==> src/rtl/cpu_run_pkg.sv <==
// Shared types for the CPU run-control block: FSM state encoding and counter width.
package cpu_run_pkg;

  localparam int CYCLE_CNT_W = 32;

  typedef enum logic [1:0] {
    S_RESET = 2'd0,
    S_IDLE  = 2'd1,
    S_RUN   = 2'd2,
    S_HALT  = 2'd3
  } run_state_t;

endpackage

==> src/rtl/switch_sync_debounce.sv <==
// Two-flop synchronizer plus debouncer for one slide switch.
// Input-to-stable latency is 2 + DEBOUNCE_CYCLES cycles.
module switch_sync_debounce #(
  parameter int DEBOUNCE_CYCLES = 1_000_000,
  parameter int CNT_W           = 20
) (
  input  logic clk,
  input  logic rst,
  input  logic switch_raw,
  output logic switch_stable
);

  localparam logic [CNT_W-1:0] CNT_LAST = CNT_W'(DEBOUNCE_CYCLES - 1);

  logic [1:0]       sync_q;
  logic [CNT_W-1:0] cnt_q;

  always_ff @(posedge clk or posedge rst) begin
    if (rst) begin
      sync_q        <= '0;
      cnt_q         <= '0;
      switch_stable <= 1'b0;
    end else begin
      sync_q <= {sync_q[0], switch_raw};
      // Any cycle agreeing with the stable value restarts the qualification window.
      if (sync_q[1] == switch_stable) begin
        cnt_q <= '0;
      end else if (cnt_q == CNT_LAST) begin
        switch_stable <= sync_q[1];
        cnt_q         <= '0;
      end else begin
        cnt_q <= cnt_q + 1'b1;
      end
    end
  end

endmodule

==> src/rtl/cpu_run_ctrl.sv <==
// CPU run control: debounced rst/start switches drive a Moore FSM for soft reset and run enable.
// Define CPU_RUN_CYCLE_CNT_EN to build the saturating run-cycle counter; otherwise cycle_cnt_o is 0.
module cpu_run_ctrl
  import cpu_run_pkg::*;
#(
  parameter int DEBOUNCE_CYCLES = 1_000_000,
  parameter int SOFT_RST_CYCLES = 16,
  parameter int CNT_W           = 20
) (
  input  logic                   clk,
  input  logic                   rst,
  input  logic                   rst_switch_i,
  input  logic                   start_switch_i,
  input  logic                   halt_i,
  output logic                   cpu_rst_o,
  output logic                   cpu_run_o,
  output logic [1:0]             state_o,
  output logic [CYCLE_CNT_W-1:0] cycle_cnt_o
);

  localparam int SR_W = (SOFT_RST_CYCLES > 1) ? $clog2(SOFT_RST_CYCLES) : 1;
  localparam logic [SR_W-1:0] SR_LOAD = SR_W'(SOFT_RST_CYCLES - 1);

  logic       rst_stable;
  logic       start_stable;
  logic       start_prev_q;
  logic       start_rise_q;
  run_state_t state_q;
  run_state_t state_d;
  logic [SR_W-1:0] sr_cnt_q;

  switch_sync_debounce #(.DEBOUNCE_CYCLES(DEBOUNCE_CYCLES), .CNT_W(CNT_W)) u_rst_sw (
    .clk           (clk),
    .rst           (rst),
    .switch_raw    (rst_switch_i),
    .switch_stable (rst_stable)
  );

  switch_sync_debounce #(.DEBOUNCE_CYCLES(DEBOUNCE_CYCLES), .CNT_W(CNT_W)) u_start_sw (
    .clk           (clk),
    .rst           (rst),
    .switch_raw    (start_switch_i),
    .switch_stable (start_stable)
  );

  always_ff @(posedge clk or posedge rst) begin
    if (rst) begin
      start_prev_q <= 1'b0;
      start_rise_q <= 1'b0;
    end else begin
      start_prev_q <= start_stable;
      start_rise_q <= start_stable & ~start_prev_q;
    end
  end

  always_ff @(posedge clk or posedge rst) begin
    if (rst) begin
      state_q  <= S_RESET;
      sr_cnt_q <= SR_LOAD;
    end else begin
      state_q <= state_d;
      // Reload only on entry; a switch held high inside S_RESET leaves the count at zero.
      if (state_q != S_RESET && state_d == S_RESET) begin
        sr_cnt_q <= SR_LOAD;
      end else if (state_q == S_RESET && sr_cnt_q != '0) begin
        sr_cnt_q <= sr_cnt_q - 1'b1;
      end
    end
  end

  always_comb begin
    state_d   = state_q;
    cpu_rst_o = 1'b0;
    cpu_run_o = 1'b0;
    if (rst_stable) begin
      state_d = S_RESET;
    end else begin
      case (state_q)
        S_RESET: if (sr_cnt_q == '0) state_d = S_IDLE;
        S_IDLE:  if (start_rise_q)   state_d = S_RUN;
        S_RUN:   if (halt_i)         state_d = S_HALT;
        S_HALT:  if (start_rise_q)   state_d = S_RUN;
        default: state_d = S_RESET;
      endcase
    end
    case (state_q)
      S_RESET: cpu_rst_o = 1'b1;
      S_RUN:   cpu_run_o = 1'b1;
      default: ;
    endcase
  end

  assign state_o = state_q;

`ifdef CPU_RUN_CYCLE_CNT_EN
  logic [CYCLE_CNT_W-1:0] cycle_cnt_q;

  always_ff @(posedge clk or posedge rst) begin
    if (rst) begin
      cycle_cnt_q <= '0;
    end else if (state_q == S_RESET) begin
      cycle_cnt_q <= '0;
    end else if (state_q == S_RUN && cycle_cnt_q != '1) begin
      cycle_cnt_q <= cycle_cnt_q + 1'b1;
    end
  end

  assign cycle_cnt_o = cycle_cnt_q;
`else
  assign cycle_cnt_o = '0;
`endif

endmodule
==> config.mk <==
export PLATFORM = sky130hd
export DESIGN_NAME = cpu_run_ctrl
export DESIGN_NICKNAME = d
export VERILOG_FILES = /design/src/rtl/cpu_run_pkg.sv /design/src/rtl/switch_sync_debounce.sv /design/src/rtl/cpu_run_ctrl.sv
export SDC_FILE = /design/constraint.sdc
export NUM_CORES = 1
export LEC_CHECK = 0
export CAP_MARGIN = 20
export CELL_PAD_IN_SITES_DETAIL_PLACEMENT = 1
export CELL_PAD_IN_SITES_GLOBAL_PLACEMENT = 1
export CORE_ASPECT_RATIO = 1.25
export CORE_MARGIN = 4
export CORE_UTILIZATION = 38
export DETAILED_ROUTE_END_ITERATION = 16
export PLACE_DENSITY_LB_ADDON = 0.1
export SYNTH_ARGS = -nofsm -noshare
export SYNTH_HDL_FRONTEND = slang
export SYNTH_SLANG_ARGS = --single-unit
==> constraint.sdc <==
create_clock -name clk -period 1.8 [get_ports clk]
set_input_delay 0.45 -clock clk [delete_from_list [all_inputs] [get_ports clk]]
set_output_delay 0.45 -clock clk [all_outputs]
set_load 0.05 [all_outputs]
==> metrics.cfg <==
[critical_path]
critPathMostFrequentCell=or4_4
critPathLaunchType=flop
path_buf_inv=0
cp.required_ns=2.05
worstReg2RegStart=u_rst_sw.cnt_q[7]
crit_type=reg2reg
critPathTopFamily=simple AND/OR/NAND/NOR gates
crit_chain=nand4_1 > or4_4 > or4_4 > a21oi_2
endpoint_kind=flop
slowest_delay_ns=0.50
rrSetupSlack_ns=0.07
startpoint=u_rst_sw.cnt_q[7]
cp_max_fo=7
cp.depth=4
cp_slowest_cell=or4_4
worstSetupEndpoint=u_rst_sw.cnt_q[19]
reg2reg_to=u_rst_sw.cnt_q[19]
ff2ff_path_depth=4
cp.arrival_ns=1.98

[sta]
final-hold-violation-count=0
final.setup.tns_ns=0
fmax_ghz=0.577
min_period_ns=1.73
timing.final.crit_share_pct=96.2
setup_viol=0
rsz0062_at_grt=true
worst_slack_ns=0.0681
slew_viol_final=0
finClkSkew_ns=0.00607

[yosys]
ys_types=41
synth_compound_gate_area_share_pct=8.12
async_flop_share_pct=100
ys_ff_latch=54
synth.area.top_cells=dfrtp_1 44%, buf_4 8.5%, xnor2_1 4.9%
synth_ff_type=dfrtp_1
synth_edf_count=0
yosysSeqAreaShare_pct=47.8
synth_top_family_by_area=simple AND/OR/NAND/NOR gates
synth_area_um2=2840
synth_area_leader_cell=dfrtp_1
synthDominantCellAreaShare_pct=44.1
synth_area_per_cell_um2=9.75
synth_xor_area_share_pct=8.34
synth-simple-area-share_pct=21.6
yosys_warnings=0
synthCells=291
synth_mux_area_share_pct=1.19
synthAdderAreaFrac_pct=1.32

[floorplan]
core_um2=7100
fp-row-count=34
die_h_um=105
die-area_um2=8920
num_io_pins=41
start_util_pct=39.9
die_x_um=85.3

[cells_and_area]
fill_cells=812
fin_nets=343
utilization_pct=48.6
layout_common_cells=49 x dfrtp_1, 35 x buf_4, 32 x conb_1
antennaDiodeCount=0
drive_gt1_share_pct=26.8
area_delta_synth_final_pct=21.7
final_common_cell=dfrtp_1

[clocking]
clkTransAtPathRegs_ns=0.10
cts_hold_buf=0
numClockSinks=54
clk_latency_ns=0.31
clockBufferDepth=2
clockRootBuffer=clkbuf_8
cts_tree=done
cts_inserted_buffers=5
htreeDepth=2

[grt]
grt.total_usage_pct=14.3
globalRoute.totalOverflow=0
grt_pass1_vias=2277
antenna_found_initial=0
grt_pass1_wl_mm=10.6
grt_max_degree=36

[routing]
first_pass_iters=4
drtIter0Drc=88
viasPerCell=4.97
finalWirelength_mm=6.07
wl_per_cell_um=14.2
drc_errors=0
vias=2118
antenna_left=0

[run_status]
outcome=completed

[pwr]
power.density_nw_per_um2=723
max-vdd-ir-drop_mv=0.300
leakage_nw=1.47

[place]
gp_congestion=0.739
port_buffers=8
dp_hpwl_mm=4.43
post-place-ws_ns=-0.0560

[hold_path]
holdCritPathClass=reg2reg

[job]
cap_violations=0

per-layer routing:
metal  global-route usage [%]  up-vias  routed length, um
li1                         -     1032                  -
met1                     18.5     1051               2690
met2                     24.6       27               3170
met3                     2.60        8                127
met4                     3.85        0                 74
met5                        0        -                  0
report_power, final:
group	total, mW	leakage [nW]	internal (mW)	switching (mW)
sequential	1.24	0.719	1.23	0.0141
clock	1.00	0.0714	0.593	0.407
combinational	0.254	0.675	0.0468	0.207
total	2.50	1.47	1.87	0.628
synthesized netlist by cell type (2+ instances only):
| master | instances |
|---|---|
| nand2_1 | 16 |
| buf_2 | 3 |
| nand4_1 | 7 |
| a21oi_2 | 3 |
| o31ai_1 | 9 |
| nand3_2 | 2 |
| dfrtp_1 | 50 |
| mux2_2 | 3 |
| nor3_1 | 8 |
| dfstp_2 | 4 |
| ha_1 | 3 |
| buf_4 | 32 |
| or4_4 | 3 |
| clkbuf_1 | 4 |
| or4_1 | 6 |
| and3_1 | 3 |
| a21oi_1 | 11 |
| xnor2_1 | 16 |
| or3_1 | 6 |
| nand3_1 | 14 |
| nor4_1 | 5 |
| or2_2 | 2 |
| inv_1 | 14 |
| nor4b_1 | 2 |
| nor2b_1 | 3 |
| xor2_1 | 11 |
| o21ai_0 | 6 |
| nor2_1 | 32 |
cell type report:
class | count | area (um2) | area share (%)
inverter | 15 | 56.3 | 1.63
timing repair buffer | 45 | 414 | 12.0
multi-input combinational | 214 | 1370 | 39.7
clock buffer | 6 | 82.6 | 2.39
clock inverter | 2 | 60.1 | 1.74
tap | 90 | 113 | 3.26
sequential | 54 | 1360 | 39.3
per-stage QoR:
stage	hold WS, ns	cells	power (mW)	cell area, um2
6_report	0.358	426	2.50	3450
5_1_grt	0.372	426	2.62	3450
4_1_cts	0.361	424	2.53	3360
3_5_place_dp	0.337	416	1.51	3200
3_3_place_gp	0.334	416	1.51	3200
2_1_floorplan	0.331	322	1.51	2960
cell families (layout without fill, tap and decap cells):
family                     after synthesis  in the layout
other                                    1             32
adders and majority gates                3              3
buffers and inverters                   54             68
DFF                                     54             54
muxes                                    3              3
AOI/OAI and AO/OA                       35             35
xor gates and xnor gates                27             27
and+or+nand+nor                        114            114
worst min path at each step:
stage                               from                   end  slack [ns]  cells after the start
floorplan             u_rst_sw.sync_q[0]    u_rst_sw.sync_q[1]        0.33                      0
global placement    u_start_sw.sync_q[0]  u_start_sw.sync_q[1]        0.33                      0
finish              u_start_sw.sync_q[0]  u_start_sw.sync_q[1]        0.36                      0
detailed placement  u_start_sw.sync_q[0]  u_start_sw.sync_q[1]        0.34                      0
CTS                 u_start_sw.sync_q[0]  u_start_sw.sync_q[1]        0.36                      0
global route        u_start_sw.sync_q[0]  u_start_sw.sync_q[1]        0.37                      0
registers in the layout (all words and copies together), names as in the netlist:
| register | count |
|---|---|
| u_start_sw.switch_stable | 1 |
| start_prev_q | 1 |
| u_rst_sw.sync_q | 2 |
| start_rise_q | 1 |
| u_start_sw.cnt_q | 20 |
| u_rst_sw.switch_stable | 1 |
| state_o | 2 |
| u_rst_sw.cnt_q | 20 |
| sr_cnt_q | 4 |
| u_start_sw.sync_q | 2 |
what timing repair did:
action	in CTS	in global routing
gates cloned	0	0
pin swaps	0	1
gates resized for setup	4	17
buffers inserted	0	2
setup endpoints to repair	21	42
worst register-to-register path: stages (launching register included):
cell and delay, ns:
dfrtp_1 0.38, nand4_1 0.15, or4_4 0.49, or4_4 0.50, a21oi_2 0.14
No activity file was read; power rests on OpenSTA's default activity.
